**src/rtl/uart_tx_arbiter.sv**
```systemverilog
// uart_tx_arbiter: packet-level round-robin arbiter in front of a single UART
// transmitter. A grant is held from arbitration through the requester's
// req_last byte. An optional channel-ID header byte is sent before each packet.
// A stall watchdog drops the grant if the owner goes quiet mid-packet.

module uart_tx_arbiter #(
  parameter int NUM_REQ      = 4,
  parameter int ID_HEADER    = 1,
  parameter int TIMEOUT_CLKS = 4096
) (
  input  logic                       clk,
  input  logic                       areset,
  input  logic [NUM_REQ-1:0]         req_valid,
  input  logic [8*NUM_REQ-1:0]       req_data,
  input  logic [NUM_REQ-1:0]         req_last,
  output logic [NUM_REQ-1:0]         req_ready,
  output logic                       tx_valid,
  output logic [7:0]                 tx_data,
  input  logic                       tx_ready,
  output logic                       busy,
  output logic [$clog2(NUM_REQ)-1:0] grant_id,
  output logic                       abort
);

  localparam int GW = $clog2(NUM_REQ);

  // Idle count at which the current idle cycle is the one that expires the grant.
  localparam logic [31:0] WD_LAST = (TIMEOUT_CLKS > 0) ? 32'(TIMEOUT_CLKS - 1) : 32'd0;
  // Ceiling for the idle counter so it can never wrap.
  localparam logic [31:0] WD_MAX  = 32'(TIMEOUT_CLKS);

  typedef enum logic [1:0] {
    IDLE,
    HEADER,
    DATA
  } state_t;

  state_t state;
  state_t state_next;

  // Requester that most recently finished or lost a grant; the search for
  // the next winner starts just after it.
  logic [GW-1:0] last_ptr;

  logic [GW-1:0] arb_cand;
  logic [GW-1:0] arb_pick;
  logic          arb_found;
  logic          grant_load;
  logic          grant_release;

  logic [NUM_REQ-1:0] grant_oh;
  logic               g_valid;
  logic               g_last;
  logic [7:0]         g_data;
  logic [7:0]         header_byte;
  logic [7:0]         req_bytes [NUM_REQ];

  logic [31:0] wd_cnt;
  logic        wd_expire;
  logic        pkt_done;

  // Split the flat data bus into one byte per requester.
  for (genvar gi = 0; gi < NUM_REQ; gi++) begin : g_unpack
    assign req_bytes[gi] = req_data[8*gi +: 8];
  end

  // Signals of the currently granted requester.
  assign grant_oh    = {{(NUM_REQ-1){1'b0}}, 1'b1} << grant_id;
  assign g_valid     = |(req_valid & grant_oh);
  assign g_last      = |(req_last & grant_oh);
  assign g_data      = req_bytes[grant_id];
  assign header_byte = {4'hA, 4'(grant_id)};

  assign busy = (state != IDLE);

  // The owner is silent for the TIMEOUT_CLKS-th consecutive cycle: give up now.
  assign wd_expire = (TIMEOUT_CLKS > 0) && (state == DATA) && !g_valid && (wd_cnt >= WD_LAST);

  // The final byte of the packet moves to the UART this cycle.
  assign pkt_done = (state == DATA) && g_valid && tx_ready && g_last;

  // Round-robin search: first requester with valid set, starting after last_ptr.
  always_comb begin
    arb_found = 1'b0;
    arb_pick  = '0;
    arb_cand  = '0;
    for (int k = 1; k <= NUM_REQ; k++) begin
      arb_cand = GW'((int'(last_ptr) + k) % NUM_REQ);
      if (!arb_found && req_valid[arb_cand]) begin
        arb_found = 1'b1;
        arb_pick  = arb_cand;
      end
    end
  end

  // FSM next state and the combinational UART / requester handshake outputs.
  always_comb begin
    state_next    = state;
    tx_valid      = 1'b0;
    tx_data       = 8'h00;
    req_ready     = '0;
    abort         = 1'b0;
    grant_load    = 1'b0;
    grant_release = 1'b0;
    case (state)
      IDLE: begin
        if (arb_found) begin
          grant_load = 1'b1;
          state_next = (ID_HEADER != 0) ? HEADER : DATA;
        end
      end
      HEADER: begin
        tx_valid = 1'b1;
        tx_data  = header_byte;
        if (tx_ready) begin
          state_next = DATA;
        end
      end
      DATA: begin
        tx_valid  = g_valid;
        tx_data   = g_data;
        req_ready = tx_ready ? grant_oh : '0;
        if (pkt_done) begin
          grant_release = 1'b1;
          state_next    = IDLE;
        end else if (wd_expire) begin
          abort         = 1'b1;
          grant_release = 1'b1;
          state_next    = IDLE;
        end
      end
      default: begin
        state_next = IDLE;
      end
    endcase
  end

  // State register.
  always_ff @(posedge clk or posedge areset) begin
    if (areset) begin
      state <= IDLE;
    end else begin
      state <= state_next;
    end
  end

  // Grant holder and round-robin pointer; req 0 wins the first arbitration.
  always_ff @(posedge clk or posedge areset) begin
    if (areset) begin
      grant_id <= '0;
      last_ptr <= GW'(NUM_REQ - 1);
    end else begin
      if (grant_load) begin
        grant_id <= arb_pick;
      end
      if (grant_release) begin
        last_ptr <= grant_id;
      end
    end
  end

  // Stall watchdog: counts consecutive DATA cycles where the owner offers no byte.
  always_ff @(posedge clk or posedge areset) begin
    if (areset) begin
      wd_cnt <= 32'd0;
    end else if ((state != DATA) || (state_next != DATA) || g_valid) begin
      wd_cnt <= 32'd0;
    end else if (wd_cnt < WD_MAX) begin
      wd_cnt <= wd_cnt + 32'd1;
    end
  end

endmodule
```
**config.mk**
```make
export PLATFORM = sky130hd
export DESIGN_NAME = uart_tx_arbiter
export DESIGN_NICKNAME = d
export VERILOG_FILES = /design/src/rtl/uart_tx_arbiter.sv
export SDC_FILE = /design/constraint.sdc
export NUM_CORES = 1
export LEC_CHECK = 0
export BUFFER_PORTS_ARGS = -buffer_cell sky130_fd_sc_hd__buf_2
export CAP_MARGIN = 20
export CORE_ASPECT_RATIO = 1.2
export CORE_UTILIZATION = 40
export CTS_BUF_LIST = sky130_fd_sc_hd__clkbuf_16
export DETAILED_ROUTE_END_ITERATION = 12
export PLACE_DENSITY = 0.73
export SLEW_MARGIN = 20
export SYNTH_ARGS = -nofsm -noshare
export SYNTH_HDL_FRONTEND = slang
export SYNTH_SLANG_ARGS = --single-unit
export TNS_END_PERCENT = 10
```
**constraint.sdc**
```tcl
create_clock -name clk -period 2.6 [get_ports clk]
set_clock_uncertainty 0.05 [all_clocks]
set_input_delay 0.13 -clock clk [delete_from_list [all_inputs] [get_ports clk]]
set_output_delay 0.13 -clock clk [all_outputs]
set_load 0.03 [all_outputs]
```
# Word-level counts from Yosys, hierarchy flattened
# Index checks and enable logic that the tools add are counted.
[word_totals] ff_bits=38 word_cells=80
[classes] addsub=5 n_lt_le_gt_ge=7 n_eq_ne=4 n_shift=1 mux=37 n_bitwise=3 reduce_logical=19
[ops] operator="32-bit 2-to-1 mux" n=2
[ops] operator="32-bit by 1-bit adder with 32-bit output (second input constant)" n=1
[ops] operator="32-bit by 12-bit greater-or-equal comparator with 1-bit output (second input constant)" n=1
[ops] operator="32-bit by 13-bit less-than comparator with 1-bit output (second input constant)" n=1
[ops] operator="8-bit binary-select mux with 2-bit select" n=1
[ops] operator="2-bit 2-to-1 mux" n=8
[ops] operator="8-bit 2-to-1 mux" n=2
[ops] operator="8-bit one-hot mux with 2 select lines" n=1
[ops] operator="1-bit 2-to-1 mux" n=15
[ops] operator="2-bit by 3-bit less-than comparator with 1-bit output (second input constant)" n=4
[ops] operator="4-bit AND" n=2
[ops] operator="1-bit binary-select mux with 2-bit select" n=4
[ops] operator="1-bit logical AND" n=8
[ops] operator="4-bit 2-to-1 mux" n=2
[ops] operator="4-bit OR reduction" n=2
[ops] operator="2-bit one-hot mux with 3 select lines" n=1
[ops] operator="2-bit by 1-bit adder with 2-bit output (second input constant)" n=2
[ops] operator="2-bit adder (second input constant)" n=2
[ops] operator="1-bit logical NOT" n=4
[ops] operator="2-bit inequality test (second input constant)" n=2
[ops] operator="2-bit nonzero test" n=2
[ops] operator="1-bit by 2-bit left shift with 4-bit output (first input constant)" n=1
[ops] operator="3-bit greater-or-equal comparator (second input constant)" n=1
[ops] operator="2-bit inverter with 3-bit output" n=1
[ops] operator="other kinds (5)" n=6

# Depth between registers and ports, before layout
# Gate-level depths: netlist of the first run.
[logic_depth] ltp_word=19 depth_mapped=9 depth_no_buf=7

# Worst setup path after synthesis of the first run
# Ideal clock, no wire load.
[synth_path] path_kind="register to register" start="reg grant_id[0]" end="reg wd_cnt[13]" setup_time_ns=0.144 t_arrival_ns=2.333 t_required_ns=2.406 setup_slack_ns=0.073 stages_incl_launch_ff=8 synth_period_minus_slack_ns=2.527 path_cell_list="dfrtp_1 buf_6 mux4_2 a21boi_2 a41oi_2 a222oi_1 buf_6 nor3b_2"
[synth_via] elab_chain_len=13 word_cells_on_any_way=19 cone_classes="eq/ne (1); shift (1); mux (4); bitwise (2); reduce/logical (11)"
[synth_rtl] item="from (decl)" line="21" source="output logic [$clog2(NUM_REQ)-1:0] grant_id,"
[synth_rtl] item="from (signal assigned)" line="154" source="grant_id <= arb_pick;"
[synth_rtl] item="1-bit by 2-bit left shift with 4-bit output *" line="68" source="assign grant_oh = {{(NUM_REQ-1){1'b0}}, 1'b1} << grant_id;"
[synth_rtl] item="4-bit AND" line="69" source="assign g_valid = |(req_valid & grant_oh);"
[synth_rtl] item="4-bit OR reduction" line="69"
[synth_rtl] item="1-bit logical NOT" line="77" source="assign wd_expire = (TIMEOUT_CLKS > 0) && (state == DATA) && !g_valid && (wd_cnt >= WD_LAST);"
[synth_rtl] item="1-bit logical AND (2 in series)" line="77"
[synth_rtl] item="2-bit 2-to-1 mux" line="126" source="end else if (wd_expire) begin"
[synth_rtl] item="2-bit 2-to-1 mux" line="123" source="if (pkt_done) begin"
[synth_rtl] item="2-bit one-hot mux with 3 select lines" line="105" source="case (state)"
[synth_rtl] item="2-bit inequality test" line="166" source="end else if ((state != DATA) || (state_next != DATA) || g_valid) begin"
[synth_rtl] item="1-bit logical OR" line="166"
[synth_rtl] item="1-bit logical OR *" line="166"
[synth_rtl] item="32-bit 2-to-1 mux or 2-bit nonzero test (tied branches)"
[synth_rtl] item="to (signal assigned)" line="169" source="wd_cnt <= wd_cnt + 32'd1;"
[synth_rtl] item="to (decl)" line="58" source="logic [31:0] wd_cnt;"
# Mark *: on every way between the ends. The rest lies on a longest branch, timed or not.
# A chain may end at the register's enable or synchronous reset.

# Worst setup path in the final report of the first run
[layout_path] start="reg wd_cnt[0]" end="reg wd_cnt[20]"
[layout_via] elab_chain_len=9 word_cells_on_any_way=13 cone_classes="add/sub (1); order compare (2); eq/ne (1); mux (5); reduce/logical (4)"
[layout_rtl] item="32-bit by 12-bit greater-or-equal comparator with 1-bit output" line="77"
[layout_rtl] item="1-bit logical AND" line="77"
[layout_rtl] item="2-bit 2-to-1 mux" line="126"
[layout_rtl] item="2-bit 2-to-1 mux" line="123"
[layout_rtl] item="2-bit one-hot mux with 3 select lines" line="105"
[layout_rtl] item="2-bit inequality test" line="166"
[layout_rtl] item="1-bit logical OR (2 in series)" line="166"
[layout_rtl] item="32-bit 2-to-1 mux or 2-bit nonzero test (tied branches)"
# Several ways; a longest one is shown, not always the timed one. The select of a mux whose other input is x is not followed.

==> metrics.txt, run 1 <==
worst path cell trace ha_1 -> nand2_1 -> or4_1 -> a41oi_2 -> a222oi_1 -> buf_4 -> nor3b_1; origin of the critical flop-to-flop path wd_cnt[0]; Max VDD drop 0.528 mV; CTS Buf Count 5; Net Sw Power 1.13 mW; post-route cell area 2950 sq um; post-DP HPWL 3.81 mm; die height 86.4 microns; Post-Synth Adder-Cell Area 0.0263; status finished clean; Post-Route WL 5.13 mm; register area share after synthesis 0.401; full die area 6250 sq um; FF+latch count, synth 38; Ys Warns 0; placed cell area 2750 sq um; initial antenna violation count 0; critical path endpoint category register; Critical Path RT 2.75 ns; Setup crit start kind register; critical path class reg2reg; main combinational cell family by area after synthesis simple AND/OR/NAND/NOR gates; total track usage 0.176; vias in the first global route 1915; final setup vio count 0; WL/cell 14.6 microns; global placement routability congestion 0.790; Clock Pin Slew Worst Setup and Hold Paths 0.06 ns; total grt overflow 0; EDFF count, synth 0; post-CTS setup buffer count 0; Row Count 30; hold crit path type in2reg; Syn Std Cell Area 2380 sq um; final max-slew violation count 0; antenna-violating nets left 0; Final min period 2.36 ns; slowest CP cell or4_1; Syn Nets 258; Area contributors post-synth dfrtp_1, nor3b_2, mux4_2; CP delay by family, top simple AND/OR/NAND/NOR gates; drt pass-1 iters 4; antenna cells 0; Synth Area in XOR/XNOR 0.0405; endpoints failing hold 0; CTS tree done; Initial Util 0.416; relative slew slack 0.584; worst hold path depth 3; leakage power 1.28 nW; post-synthesis simple-gate area fraction 0.301; combinational power share 0.464; Worst R2R Path Depth 7; fin util 0.517; Reg power frac 0.252; die width 72.4 microns; Max Clock Freq 423 MHz; Yosys cell types 39; Max Cap Violations 0; Clk pwr share 0.284; vias per std cell 5.40; worst hold margin 0.0938 ns; fin crit share 0.909; Yosys top cell by area dfrtp_1; CTS root buf clkbuf_16; Crit path depth 7; CP endpoint wd_cnt[20]; slew at the pin with the worst max-slew slack 0.623 ns; largest net degree at the start of global routing 34; Compound-Gate Fraction of Synth Area 0.0637; Residual DRC 0; DR iter-0 viols 80; Pwr Density 945 nW/um^2; fraction of registers with async set/reset 1.00; top_reg_cell synth dfrtp_1; Port Buffers 59; post-synthesis mux area share 0.118; I/O pins 60; H-tree depth 2; final net count 319; core area 5710 sq um; Pint 1.66 mW; share of layout cells above drive strength 1 0.423; clk sink count 38; Buf+Inv Stages, Crit Path 1; first-pass GRT wire length 8.51 mm; Crit Reg-Reg Endpoint wd_cnt[20]; via count 1900; final setup TNS 0 ns; FF-to-FF setup slack 0.24 ns; Mapped Cells 210; Post-CTS Resized 0; RSZ-0062 raised after global routing no; Critical Path AT 2.51 ns; top cell type's share of synthesized area 0.379; Area growth syn-to-layout 24.2%; CP max stage delay 0.59 ns; crit path max fanout 33; switching part of the total power 0.406; Bufs on Longest Clock Path 2; hold_buf cts 1; Mapped Avg Cell Area 11.3 sq um; worst-skew pair later-pin latency 0.28 ns; Crit. Startpoint wd_cnt[0]
==> per-layer routing <==
layer	share of wire	track usage	vias up
li1	-	-	899
met1	0.41	0.199	925
met2	0.51	0.311	62
met3	0.054	0.0407	14
met4	0.026	0.0838	0
met5	0	0	-
==> final cells by class <==
class                           instances  area, sq um
Tap cell                               80          100
Clock buffer                            5          125
Timing Repair Buffer                   66          363
Inverter                                9         33.8
Multi-Input combinational cell        151         1310
Fill cell                             508         2760
Clock inverter                          3         68.8
Sequential cell                        38          953
==> power groups by stage <==
stage,Clock [mW],Combinational [mW],Sequential (mW)
floorplan,0,1.08,0.727
global placement,0,1.27,0.710
detailed placement,0,1.30,0.714
CTS,0.806,1.30,0.703
global route,0.828,1.40,0.712
finish,0.791,1.29,0.704
==> cell families after synthesis <==
logic type | after synthesis
XOR/XNOR | 11
AND/OR/NAND/NOR | 99
AO/OA/AOI/OAI | 22
buffers and inverters | 21
flip-flops | 38
multiplexers | 14
adder cells (fa/ha/maj) | 5
==> sequential cells by signal (all words and copies together), names as in the netlist <==
name,count
grant_id,2
last_ptr,2
state,2
wd_cnt,32
==> worst min-delay path, stage by stage <==
cell and delay (ns):
buf_2 0.11, o211ai_1 0.08, nand2_1 0.07
==> Yosys cell counts, types with 7 or more instances <==
library cell,n
a21oi_1,8
and3_1,7
dfrtp_1,36
inv_1,8
nand2_1,11
nand3_1,10
nor2_1,7
nor3_2,13
nor3b_2,17
nor4_1,11
xnor2_1,9
==> layout by cell type (no fill, tap or decap), types with 2 or more instances in the layout <==
cell type / instances
a31oi_1: 2
or4_1: 2
clkbuf_16: 5
or2_2: 2
and3_1: 7
nor2_1: 7
nand2_1: 11
nand4_1: 2
nand2b_1: 2
nor4_1: 11
buf_2: 59
xnor2_1: 9
a21oi_1: 8
nor3_1: 6
mux4_2: 6
buf_4: 5
nand3_1: 10
o21ai_0: 2
nor2b_1: 6
a22oi_1: 3
mux4_1: 4
nor3b_2: 17
mux2i_1: 3
dfrtp_1: 36
dfstp_2: 2
nor3b_1: 2
bufinv_16: 2
xor2_1: 2
inv_1: 8
nor3_2: 13
ha_1: 5
o22ai_1: 2
==> through the flow <==
stage | total power, mW | setup WS, ns | cells
after global routing | 2.94 | 0.0244 | 352
after floorplan | 1.81 | 0.0734 | 210
after detailed placement | 2.01 | 0.237 | 343
after CTS | 2.81 | 0.212 | 352
after global placement | 1.98 | 0.314 | 343
final | 2.79 | 0.236 | 352
==> worst min path at each step <==
| stage | startpoint | slack [ns] | endpoint |
|---|---|---|---|
| 6_report | req_valid[2] | 0.09 | grant_id[1] |
| 5_1_grt | req_valid[2] | 0.12 | grant_id[1] |
| 4_1_cts | req_valid[2] | 0.09 | grant_id[1] |
| 3_5_place_dp | areset | 0.20 | grant_id[1] |
| 3_3_place_gp | areset | 0.19 | grant_id[1] |
| 2_1_floorplan | req_valid[2] | 0.23 | grant_id[1] |
Note: power is estimated with default switching activity, not from simulation.
==> run 2, diff against run 1 <==
Settings changed: CORE_MARGIN set to 2.
==> run 2 against run 1 <==
Effect of this change:
- worst setup slack lost 0.019 ns
- largest cell class unchanged
- largest power group unchanged
- first-iteration DRC count up 110%
- highest routed layer unchanged
- final area decreased by 0.68%
- critical endpoint is now wd_cnt[19]
==> metrics.txt, run 2 (synthesis gave the netlist of run 1 again) <==
most common cell after layout, fill and taps aside buf_2 (unchanged); final max-slew violation count 0 (unchanged); clk sink count 38 (unchanged); full die area 6570 sq um (was 6250 sq um); largest net degree at the start of global routing 34 (unchanged); Top reg by flops wd_cnt (unchanged); first-pass GRT wire length 8.37 mm (was 8.51 mm); Bufs on Longest Clock Path 2 (unchanged); relative slew slack 0.649 (was 0.584); HP Start req_valid[2] (unchanged); WL/cell 14.5 microns (was 14.6 microns); critical path endpoint category register (unchanged); Critical Path RT 2.73 ns (was 2.75 ns); Post-Route WL 5.10 mm (was 5.13 mm); share of layout cells above drive strength 1 0.421 (was 0.423); RSZ-0062 raised after global routing no (unchanged); # fillers 532 (was 508); antenna cells 0 (unchanged); crit path max fanout 33 (unchanged); Total Power 2.72 mW (was 2.79 mW); Final min period 2.38 ns (was 2.36 ns); DR iter-0 viols 166 (was 80); antenna-violating nets left 0 (unchanged); met1 wire length 2.22 mm (was 2.13 mm); Pwr Density 928 nW/um^2 (was 945 nW/um^2); core area 5710 sq um (unchanged); via count 1897 (was 1900); total grt overflow 0 (unchanged); initial antenna violation count 0 (unchanged); worst-skew pair later-pin latency 0.28 ns (about the same); total track usage 0.163 (was 0.176); drt pass-1 iters 4 (unchanged); Initial Util 0.416 (unchanged); post-DP HPWL 3.72 mm (was 3.81 mm); global placement routability congestion 0.797 (was 0.790); endpoints failing hold 0 (unchanged); number of flip-flops in the largest register 32 (unchanged); vias per std cell 5.37 (was 5.40); wire length on met3 215 microns (was 275 microns); H-tree depth 2 (unchanged); Port Buffers 59 (unchanged); status finished clean (unchanged); Critical Path AT 2.51 ns (about the same); die width 74.4 microns (was 72.4 microns); die height 88.4 microns (was 86.4 microns); Crit. Startpoint wd_cnt[0] (unchanged); Clock Pin Slew Worst Setup and Hold Paths 0.05 ns (was 0.06 ns); final net count 321 (was 319); Residual DRC 0 (unchanged); Area growth syn-to-layout 23.3% (was 24.2%); I/O pins 60 (unchanged); hold crit path type in2reg (unchanged); Max Cap Violations 0 (unchanged); post-CTS setup buffer count 0 (unchanged); Max Clock Freq 420 MHz (was 423 MHz); fin crit share 0.917 (was 0.909); final setup TNS 0 ns (unchanged); vias in the first global route 1805 (was 1915); Setup crit start kind register (unchanged); commonest cells after routing, fill and taps aside buf_2, dfrtp_1, nor3b_2, nor3_2 (unchanged); CTS tree done (unchanged); Row Count 30 (unchanged); worst hold margin 0.0843 ns (was 0.0938 ns); leakage power 1.27 nW (was 1.28 nW); slew at the pin with the worst max-slew slack 0.527 ns (was 0.623 ns); met2 WL 2.59 mm (was 2.60 mm); fin util 0.514 (was 0.517); origin of the critical flop-to-flop path wd_cnt[0] (unchanged); Max VDD drop 0.728 mV (was 0.528 mV); final setup vio count 0 (unchanged); CTS root buf clkbuf_16 (unchanged); top routing layer in use met4 (unchanged); CTS Buf Count 5 (unchanged); critical path class reg2reg (unchanged)
run 2: changes by cell type in the layout (fill, tap and decap cells not counted), sizes merged:
| cell | delta |
|---|---|
| buf | +2 |
| bufinv | -1 |
run 2: worst max-delay path: stages, from the launching register on:
cell	delay (ns)
dfrtp_1	0.38
ha_1	0.23
nand2_1	0.16
or4_1	0.60
a41oi_2	0.26
a222oi_1	0.13
buf_12	0.21
nor3b_1	0.24
run 2: layer usage:
layer / global-route usage / vias up
li1: - / 906
met3: 0.0308 / 9
met5: 0 / -
met1: 0.205 / 930
met2: 0.283 / 52
met4: 0.0471 / 0
run 2: through the flow:
stage          cell area (sq um)  instances  setup slack (ns)
3_5_place_dp                2760        345             0.253
4_1_cts                     2930        353             0.235
5_1_grt                     2930        353            0.0989
3_3_place_gp                2760        345             0.342
6_report                    2930        353             0.217
2_1_floorplan               2380        210            0.0734
run 2: cell type report:
cell class                 count  area [sq um]  area share
tap                           80           100      0.0342
inverter                       9          33.8      0.0115
clock buffer                   5           125      0.0427
sequential                    38           953       0.325
clock inverter                 2          33.8      0.0115
timing repair buffer          68           378       0.129
multi-input combinational    151          1310       0.446
run 2: repair_timing:
item | CTS | global route
hold buffers | 1 | 0
resized for setup | 0 | 0
endpoints found under the hold margin | 10 | 0
setup endpoints to repair | 0 | 0
run 2: final timing paths:
path | end | slack, ns | cells after the start
worst min register to register | wd_cnt[17] | 0.47 | 1
worst max register to register | wd_cnt[19] | 0.22 | 7
worst max-delay path | wd_cnt[19] | 0.22 | 7
min in group asynchronous | grant_id[1] | 0.38 | 3
max in group asynchronous | wd_cnt[26] | 1.40 | 4
worst min-delay path | grant_id[1] | 0.08 | 3
run 2: power breakdown:
group          internal, mW  total [mW]  switching (mW)
Sequential            0.649       0.699          0.0497
Combinational         0.512        1.36           0.846
Clock                 0.443       0.663           0.220
==> run 3, diff against run 2 <==
Settings changed: CORE_UTILIZATION 40 to 34, PLACE_DENSITY 0.73 to 0.65.
==> run 3 against run 2 <==
Effect of this change:
- clock-buffer cell count unchanged
- utilization fell by 7.8 points
- routed wire length grew 5.1%
- cell count grew 2.3%
- die area is 17% higher
- combinational power decreased by 3%
- maximum frequency increased by 0.65%
- worst setup slack improved by 0.015 ns
- largest cell class unchanged
- largest power group unchanged
==> metrics.txt, run 3 (synthesis gave the netlist of run 1 again) <==
status finished clean (unchanged); slowest CP cell or4_1 (unchanged); drt pass-1 iters 4 (unchanged); vias per std cell 5.30 (was 5.37); first-pass GRT wire length 8.75 mm (was 8.37 mm); Setup crit start kind register (unchanged); hold crit path type in2reg (unchanged); post-route cell area 2970 sq um (was 2930 sq um); CTS Buf Count 5 (unchanged); number of flip-flops in the largest register 32 (unchanged); Crit path depth 7 (unchanged); Row Count 33 (was 30); Final WS setup 0.232 ns (was 0.217 ns); Final min period 2.37 ns (was 2.38 ns); Max Clock Freq 422 MHz (was 420 MHz); antenna-violating nets left 0 (unchanged); dpl ws 0.239 ns (was 0.253 ns); worst hold margin 0.0931 ns (was 0.0843 ns); die width 80.3 microns (was 74.4 microns); commonest cells after routing, fill and taps aside buf_2, dfrtp_1, nor3b_2, nor3_2 (unchanged); final net count 321 (unchanged); Area growth syn-to-layout 25.0% (was 23.3%); global placement routability congestion 0.759 (was 0.797); CTS tree done (unchanged); Pwr Density 942 nW/um^2 (was 928 nW/um^2); final setup TNS 0 ns (unchanged); endpoints failing hold 0 (unchanged); Critical Path RT 2.74 ns (was 2.73 ns); Crit. Startpoint wd_cnt[0] (unchanged); origin of the critical flop-to-flop path wd_cnt[0] (unchanged); largest net degree at the start of global routing 39 (was 34); clk sink count 38 (unchanged); Top reg by flops wd_cnt (unchanged); Critical Path AT 2.50 ns (was 2.51 ns); via count 1912 (was 1897); I/O pins 60 (unchanged); DR iter-0 viols 112 (was 166); Clock Pin Slew Worst Setup and Hold Paths 0.06 ns (was 0.05 ns); antenna cells 0 (unchanged); slew at the pin with the worst max-slew slack 0.500 ns (was 0.527 ns); CP endpoint wd_cnt[20] (was wd_cnt[19]); post-DP HPWL 3.94 mm (was 3.72 mm); H-tree depth 2 (unchanged); CTS root buf clkbuf_16 (unchanged); core area 6810 sq um (was 5710 sq um); Crit Reg-Reg Endpoint wd_cnt[20] (was wd_cnt[19]); Max Cap Violations 0 (unchanged); total grt overflow 0 (unchanged); final max-slew violation count 0 (unchanged); RSZ-0062 raised after global routing no (unchanged); Max VDD drop 0.527 mV (was 0.728 mV); die height 95.6 microns (was 88.4 microns); relative slew slack 0.667 (was 0.649); fin crit share 0.911 (was 0.917); leakage power 1.29 nW (was 1.27 nW); CP max stage delay 0.59 ns (was 0.60 ns); WL/cell 14.9 microns (was 14.5 microns); full die area 7680 sq um (was 6570 sq um); critical path class reg2reg (unchanged); vias in the first global route 1832 (was 1805); crit path max fanout 33 (unchanged); Worst R2R Path Depth 7 (unchanged); Residual DRC 0 (unchanged); Post-Route WL 5.37 mm (was 5.10 mm); total track usage 0.145 (was 0.163); worst path cell trace ha_1 -> nand2_1 -> or4_1 -> a41oi_2 -> a222oi_1 -> buf_4 -> nor3b_1 (was ha_1 -> nand2_1 -> or4_1 -> a41oi_2 -> a222oi_1 -> buf_12 -> nor3b_1); Port Buffers 59 (unchanged); critical path endpoint category register (unchanged); Bufs on Longest Clock Path 2 (unchanged); Buf+Inv Stages, Crit Path 1 (unchanged); most common cell after layout, fill and taps aside buf_2 (unchanged); final setup vio count 0 (unchanged); placed cell area 2770 sq um (was 2760 sq um); FF-to-FF setup slack 0.23 ns (was 0.22 ns); share of layout cells above drive strength 1 0.423 (was 0.421); CP delay by family, top simple AND/OR/NAND/NOR gates (unchanged); worst-skew pair later-pin latency 0.28 ns (about the same); initial antenna violation count 0 (unchanged); Initial Util 0.349 (was 0.416)
-- run 3: cell count changes in the layout (fill, tap and decap cells not counted) --
cell,change
bufinv_16,+1
-- run 3: worst min-delay path by stage --
| stage | from | end | slack, ns | cells past startpoint |
|---|---|---|---|---|
| after floorplan | req_valid[2] | grant_id[1] | 0.23 | 2 |
| after global placement | areset | wd_cnt[20] | 0.22 | 3 |
| after detailed placement | areset | wd_cnt[14] | 0.22 | 3 |
| after CTS | req_valid[2] | grant_id[1] | 0.09 | 3 |
| after global routing | req_valid[2] | grant_id[1] | 0.11 | 3 |
| final | req_valid[2] | grant_id[1] | 0.09 | 3 |
-- run 3: through the flow --
stage	total power, mW	instances	utilization
final	2.80	361	0.436
after global routing	2.96	361	0.436
after CTS	2.83	361	0.436
after detailed placement	2.03	352	0.407
after global placement	2.00	352	0.407
after floorplan	1.81	210	-
-- run 3: layer usage --
layer  vias up  track usage  share of wire
met2        67        0.263           0.50
met4         0       0.0551          0.017
li1        902            -              -
met3         6       0.0265          0.068
met5         -            0              0
met1       937        0.169           0.41
-- run 3: layout make-up --
type / instances / area (sq um)
well taps: 87 / 109
flip-flops and latches: 38 / 953
clock buffers: 5 / 125
inverters: 9 / 33.8
multi-input cells: 151 / 1310
repair buffers: 68 / 378
fillers: 650 / 3840
clock inverters: 3 / 63.8
-- run 3: what timing repair did --
item,4_1_cts,5_1_grt
hold endpoints to repair,36,0
hold buffers,1,0
buffers inserted,0,0
gates resized for setup,0,0
-- run 3: worst register-to-register path: cells and delay by family (launching register included) --
kind	cells	cell delay, ns
buf+inv	1	0.30
fa+ha+maj	1	0.20
compound gates	2	0.38
flops	1	0.38
simple gates	3	0.97
-- run 3: report_power, final --
part	switching [mW]	total, mW	internal, mW
combinational	0.847	1.32	0.468
clock	0.232	0.779	0.546
sequential	0.0549	0.704	0.649
total	1.13	2.80	1.66
